### src/rtl/pwm_duty_meas_pkg.sv
`default_nettype none
// ============================================================================
// Module      : pwm_duty_meas_pkg
// Description : Shared constants for the PWM duty-cycle measurement block:
//               FSM state encoding, duty-code width and default sizing.
// Revision    : 1.0 - initial release
// ============================================================================
package pwm_duty_meas_pkg;

   // Width of the duty code (matches the PWM generator compare value)
   localparam int DUTY_W         = 10;

   // Default counter width and log2 of clocks per duty slot
   localparam int DEF_CNT_W      = 16;
   localparam int DEF_SLOT_SHIFT = 4;

   // Measurement FSM state encoding
   localparam int ST_W = 2;
   typedef logic [ST_W-1:0] state_t;

   localparam state_t C_ST_IDLE = 2'd0;
   localparam state_t C_ST_HIGH = 2'd1;
   localparam state_t C_ST_LOW  = 2'd2;

endpackage : pwm_duty_meas_pkg
`default_nettype wire

### src/rtl/pwm_in_sync.sv
`default_nettype none
// ============================================================================
// Module      : pwm_in_sync
// Description : Two-flop synchronizer for the asynchronous PWM input plus a
//               delay flop for single-cycle rise/fall edge detection.
// Revision    : 1.0 - initial release
// ============================================================================
module pwm_in_sync
   import pwm_duty_meas_pkg::*;
(
   input  logic clk,
   input  logic rst,
   input  logic pwm_in,
   output logic level,
   output logic rise,
   output logic fall
);

   logic r_s1;
   logic r_s2;
   logic r_s3;

   // Metastability chain (s1, s2) followed by the edge-detect delay stage (s3)
   always_ff @(posedge clk or posedge rst) begin
      if (rst) begin
         r_s1 <= 1'b0;
         r_s2 <= 1'b0;
         r_s3 <= 1'b0;
      end else begin
         r_s1 <= pwm_in;
         r_s2 <= r_s1;
         r_s3 <= r_s2;
      end
   end

   assign level = r_s2;
   assign rise  = r_s2 & ~r_s3;
   assign fall  = ~r_s2 & r_s3;

endmodule : pwm_in_sync
`default_nettype wire

### src/rtl/pwm_duty_meas.sv
`default_nettype none
// ============================================================================
// Module      : pwm_duty_meas
// Description : Measures high time, period and duty code (in PWM slots) of an
//               asynchronous PWM waveform, one result per rising-edge frame.
//               Flags a stuck input when no edge is seen for a full counter
//               range.
// Revision    : 1.0 - initial release
// ============================================================================
module pwm_duty_meas
   import pwm_duty_meas_pkg::*;
#(
   parameter int CNT_W      = DEF_CNT_W,
   parameter int SLOT_SHIFT = DEF_SLOT_SHIFT
) (
   input  logic              clk,
   input  logic              rst,
   input  logic              pwm_in,
   output logic              meas_valid,
   output logic [CNT_W-1:0]  high_cycles,
   output logic [CNT_W-1:0]  period_cycles,
   output logic [DUTY_W-1:0] duty_code,
   output logic              stuck,
   output logic              stuck_level
);

   // Zero-extended view of the high count wide enough to slice the duty
   // field and test the bits above it for any counter/shift combination.
   localparam int              EXT_W     = CNT_W + SLOT_SHIFT + DUTY_W + 1;
   localparam logic [CNT_W-1:0] C_CNT_MAX = '1;
   localparam logic [CNT_W-1:0] C_CNT_ONE = CNT_W'(1);

   // Synchronized input and edge strobes
   logic w_level;
   logic w_rise;
   logic w_fall;

   // FSM
   state_t r_state;
   state_t w_state_next;

   // Datapath
   logic [CNT_W-1:0]  r_pcnt;
   logic [CNT_W-1:0]  r_hlatch;
   logic [CNT_W-1:0]  w_pcnt_inc;
   logic              w_at_max;
   logic              w_no_edge;

   // FSM control decodes
   logic w_load_one;
   logic w_inc;
   logic w_latch_high;
   logic w_publish;
   logic w_timeout;

   // Duty code derivation
   logic [EXT_W-1:0]  w_hl_ext;
   logic              w_duty_over;
   logic [DUTY_W-1:0] w_duty_slots;
   logic [DUTY_W-1:0] w_duty_next;

   // Registered outputs
   logic              r_meas_valid;
   logic [CNT_W-1:0]  r_high_cycles;
   logic [CNT_W-1:0]  r_period_cycles;
   logic [DUTY_W-1:0] r_duty_code;
   logic              r_stuck;
   logic              r_stuck_level;

   pwm_in_sync u_sync (
      .clk    (clk),
      .rst    (rst),
      .pwm_in (pwm_in),
      .level  (w_level),
      .rise   (w_rise),
      .fall   (w_fall)
   );

   assign w_at_max  = (r_pcnt == C_CNT_MAX);
   assign w_no_edge = ~w_rise & ~w_fall;

   // Saturating increment: an edge landing on an all-ones count is still a
   // normal edge, and the counter must not wrap while doing so.
   assign w_pcnt_inc = w_at_max ? C_CNT_MAX : (r_pcnt + C_CNT_ONE);

   // Duty code is the slot index of the latched high time, saturated when
   // the high time exceeds the largest representable slot.
   assign w_hl_ext     = EXT_W'(r_hlatch);
   assign w_duty_over  = |(w_hl_ext >> (SLOT_SHIFT + DUTY_W));
   assign w_duty_slots = w_hl_ext[SLOT_SHIFT +: DUTY_W];
   assign w_duty_next  = w_duty_over ? {DUTY_W{1'b1}} : w_duty_slots;

   // FSM state register
   always_ff @(posedge clk or posedge rst) begin
      if (rst) begin
         r_state <= C_ST_IDLE;
      end else begin
         r_state <= w_state_next;
      end
   end

   // FSM next-state: timeout wins over increment, edges win over timeout
   always_comb begin
      w_state_next = r_state;
      case (r_state)
         C_ST_IDLE: begin
            if (w_rise) begin
               w_state_next = C_ST_HIGH;
            end
         end
         C_ST_HIGH: begin
            if (w_timeout) begin
               w_state_next = C_ST_IDLE;
            end else if (w_fall) begin
               w_state_next = C_ST_LOW;
            end
         end
         C_ST_LOW: begin
            if (w_timeout) begin
               w_state_next = C_ST_IDLE;
            end else if (w_rise) begin
               w_state_next = C_ST_HIGH;
            end
         end
         default: begin
            w_state_next = C_ST_IDLE;
         end
      endcase
   end

   // FSM output decode: per-state datapath controls
   always_comb begin
      w_load_one   = 1'b0;
      w_inc        = 1'b0;
      w_latch_high = 1'b0;
      w_publish    = 1'b0;
      w_timeout    = 1'b0;
      case (r_state)
         C_ST_IDLE: begin
            w_load_one = w_rise;
         end
         C_ST_HIGH: begin
            if (w_at_max && w_no_edge) begin
               w_timeout = 1'b1;
            end else begin
               w_inc        = 1'b1;
               w_latch_high = w_fall;
            end
         end
         C_ST_LOW: begin
            if (w_at_max && w_no_edge) begin
               w_timeout = 1'b1;
            end else if (w_rise) begin
               w_publish  = 1'b1;
               w_load_one = 1'b1;
            end else begin
               w_inc = 1'b1;
            end
         end
         default: begin
            w_load_one = 1'b0;
         end
      endcase
   end

   // Period counter and high-time latch
   always_ff @(posedge clk or posedge rst) begin
      if (rst) begin
         r_pcnt   <= '0;
         r_hlatch <= '0;
      end else begin
         if (w_load_one) begin
            r_pcnt <= C_CNT_ONE;
         end else if (w_inc) begin
            r_pcnt <= w_pcnt_inc;
         end
         if (w_latch_high) begin
            r_hlatch <= r_pcnt;
         end
      end
   end

   // Measurement results and stuck status; results hold across a timeout
   always_ff @(posedge clk or posedge rst) begin
      if (rst) begin
         r_meas_valid    <= 1'b0;
         r_high_cycles   <= '0;
         r_period_cycles <= '0;
         r_duty_code     <= '0;
         r_stuck         <= 1'b0;
         r_stuck_level   <= 1'b0;
      end else begin
         r_meas_valid <= w_publish;
         if (w_publish) begin
            r_high_cycles   <= r_hlatch;
            r_period_cycles <= r_pcnt;
            r_duty_code     <= w_duty_next;
            r_stuck         <= 1'b0;
         end else if (w_timeout) begin
            r_stuck       <= 1'b1;
            r_stuck_level <= w_level;
            r_duty_code   <= {DUTY_W{w_level}};
         end
      end
   end

   assign meas_valid    = r_meas_valid;
   assign high_cycles   = r_high_cycles;
   assign period_cycles = r_period_cycles;
   assign duty_code     = r_duty_code;
   assign stuck         = r_stuck;
   assign stuck_level   = r_stuck_level;

endmodule : pwm_duty_meas
`default_nettype wire

### config.mk
export PLATFORM = sky130hd
export DESIGN_NAME = pwm_duty_meas
export DESIGN_NICKNAME = d
export VERILOG_FILES = /design/src/rtl/pwm_duty_meas_pkg.sv /design/src/rtl/pwm_in_sync.sv /design/src/rtl/pwm_duty_meas.sv
export SDC_FILE = /design/constraint.sdc
export NUM_CORES = 1
export LEC_CHECK = 0
export BUFFER_PORTS_ARGS = -buffer_cell sky130_fd_sc_hd__buf_2
export CAP_MARGIN = 20
export CELL_PAD_IN_SITES_DETAIL_PLACEMENT = 0
export CELL_PAD_IN_SITES_GLOBAL_PLACEMENT = 1
export CORE_ASPECT_RATIO = 1.1
export CORE_MARGIN = 2
export CORE_UTILIZATION = 35
export CTS_CLUSTER_DIAMETER = 100
export DETAILED_ROUTE_END_ITERATION = 7
export PLACE_DENSITY_LB_ADDON = 0.2
export RECOVER_POWER = 100
export SETUP_SLACK_MARGIN = 0.1
export SLEW_MARGIN = 20
export SYNTH_ARGS = -nofsm -noshare
export SYNTH_HDL_FRONTEND = slang
export SYNTH_HIERARCHICAL = 1
export SYNTH_SLANG_ARGS = --single-unit
### constraint.sdc
create_clock -name clk -period 5.58 [get_ports clk]
set_clock_uncertainty 0.1 [all_clocks]
set_input_delay 0.279 -clock clk [delete_from_list [all_inputs] [get_ports clk]]
set_output_delay 0.279 -clock clk [all_outputs]
set_load 0.1 [all_outputs]
==> out/metrics.cfg <==
[worst_hold_path]
min_path_type = in -> async

[routing]
vias_per_cell = 5.16
remaining_drc_errors = 0
routed_wl_mm = 7.52
drtAntennaViolNets = 0
via_count = 2388
drt_first_pass_iters = 4
drtIter0Drc = 105
wl_per_cell_microns = 16.2

[global_routing]
grt-ovfl-total = 0
grt_pass1_wl_mm = 12.3
antenna_found_initial = 0
grt_pass1_vias = 2339
grtUsageTotal_pct = 14.5
grt_max_degree = 80

[pwr]
p_leak_uw = 0.00186
switchingPower_uw = 839
share_seq_of_total_power_pct = 38.5
p_clk_share_pct = 25.0
swShare_pct = 44.3
p_per_area_nw_per_um2 = 468
power_frac_comb_pct = 36.4
ir_drop_uv = 263
internal-power_uw = 1050

[cts]
clk_path_buf_depth = 2
clock_latency_ps = 340
clkSinkCount = 82
clk_pin_slew_ps = 80
cts_tree = done
cts_buffers = 9
htreeDepth = 3
cts-root-buf = clkbuf_8

[critical_path]
start_kind = register
r2r_start = u_sync/level$_DFF_PP0_
critPathArrivalTime_ps = 3300
critPathKind = reg -> reg
timing.rr.end = duty_code[3]$_DFFE_PP0P_
reg2reg_depth = 6
cp.required_ps = 5690
worst_setup_path_end_kind = register
critical_path.startpoint = u_sync/level$_DFF_PP0_
rrSetupSlack_ps = 2390
path_max_fanout = 20

[sta]
max_clock_freq_mhz = 314
worstMarginPinSlew_ps = 1180
tns_ps = 0
fin_crit_sh_pct = 57.1
rsz0062_at_grt = false
setup_viol = 0
fin_hold_ws_ps = 242
finalCriticalPeriod_ps = 3190
hold_viol = 0
relSlewSlack_pct = 21.8
slew_viol_final = 0
setup_ws_ps = 2390

[cells_and_area]
design_area_sq_um = 4050
layout-drive-gt1-share_pct = 21.3
seqCellArea_sq_um = 2050
area_growth_pct = 13.7
final_core_util_pct = 40.9
layout.nets = 348
n_fill_cell = 994
multi_input_area_sq_um = 1390
final_common_cell = dfrtp_1
diodes = 0
final_cell_mix = dfrtp_1 (82), clkbuf_1 (47), mux2_2 (46)

[floorplan]
die_h_microns = 110
die_w_microns = 100
rows = 38
coreArea_sq_um = 9890
start_util_pct = 36.0
num_io_pins = 48
die-area_sq_um = 11000

[yosys]
synth_nets = 296
ys_seq_area_share_pct = 57.7
synth_cells = 288
netlist_top_cells_area = dfrtp_1 (58%), mux2_2 (15%), a21oi_1 (3.1%)
ys_warn_count = 6
ys_types = 48
yosys.area.top_type = dfrtp_1
synthArstFlopShare_pct = 100
synth_area_sq_um = 3560
synthFlopType = dfrtp_1
synth_edf_count = 0
yosysTopAreaCellShare_pct = 57.7
yosys_register_bits = 82
synth_area_per_cell_sq_um = 12.4

[placed_design]
dp_hpwl_mm = 5.09
post-place-ws_ps = 2560
gp_congestion = 0.753
portBuffers = 47
placed_area_sq_um = 3910

[job]
maxCapViolations = 0

[status]
status = completed

-- worst max-delay path by stage --
stage | endpoint | slack, ps
floorplan | duty_code[0]$_DFFE_PP0P_ | 3180
global placement | duty_code[4]$_DFFE_PP0P_ | 2660
detailed placement | duty_code[3]$_DFFE_PP0P_ | 2560
CTS | duty_code[6]$_DFFE_PP0P_ | 2560
global route | duty_code[6]$_DFFE_PP0P_ | 2060
finish | duty_code[3]$_DFFE_PP0P_ | 2390
-- power by group through the flow --
stage	logic, uW	clock network [uW]	registers [uW]
final	690	474	729
after global routing	726	508	742
after CTS	718	487	732
after detailed placement	715	0	744
after global placement	714	0	739
after floorplan	203	0	1140
-- cells in the mapped netlist, types with 2 or more instances --
cell      count
inv_1         6
nor3_1        5
or4_1         2
a211oi_1      3
o41ai_1       2
nand2_1      21
a311oi_1      4
nand4_1       3
nor2b_1       4
mux2_2       46
o21a_1        2
dfrtp_1      82
nor2_1       19
o21ai_0       7
or2_2         2
a31oi_1       2
ha_1          5
nor3_2        2
or3_1         3
o211ai_1      2
nand3_1       7
and4_1        2
and3_1        4
a21oi_1      22
clkbuf_1      7
buf_2         2
-- per-stage QoR --
stage | power (uW) | cells
floorplan | 1340 | 288
global placement | 1450 | 447
detailed placement | 1460 | 447
CTS | 1940 | 463
global route | 1980 | 463
finish | 1890 | 463
-- logic make-up after synthesis --
family / share of synthesized area [%]
muxes: 14.8
adders and majority gates: 1.76
buffers and inverters: 1.97
DFF: 57.7
AOI/OAI and AO/OA: 10.4
and+or+nand+nor: 13.4
-- registers in the layout, indices dropped and copies added, names as in the netlist --
register,cells
duty_code,10
high_cycles,16
meas_valid,1
period_cycles,16
r_hlatch,16
r_pcnt,16
r_state,2
stuck,1
stuck_level,1
u_sync/level,1
u_sync/r_s1,1
u_sync/r_s3,1
-- area by class of cell --
type / count / area share (%)
Tap cell: 120 / 3.71
Sequential cell: 82 / 50.7
Clock buffer: 10 / 3.40
Timing Repair Buffer: 51 / 5.26
Clock inverter: 4 / 1.89
Multi-Input combinational cell: 190 / 34.4
Inverter: 6 / 0.588
-- routing by layer --
metal,track usage [%],vias to the layer above,share of wire (%)
li1,-,1150,-
met1,19.9,1194,50
met2,22.6,35,46
met3,2.16,9,2.4
met4,7.05,0,1.5
met5,0,-,0
-- critical path: stages (launching register included) --
cell	delay, ps
dfrtp_1	420
nor2b_1	480
nand2_1	650
clkbuf_1	560
or3_1	630
nor2_1	170
a21oi_1	50
-- what timing repair did --
action / 4_1_cts / 5_1_grt
setup buffers: 0 / 0
hold buffers: 2 / 0
gates resized for setup: 0 / 0
hold endpoints to repair: 4 / 0
(Power assumes the default switching activity.)
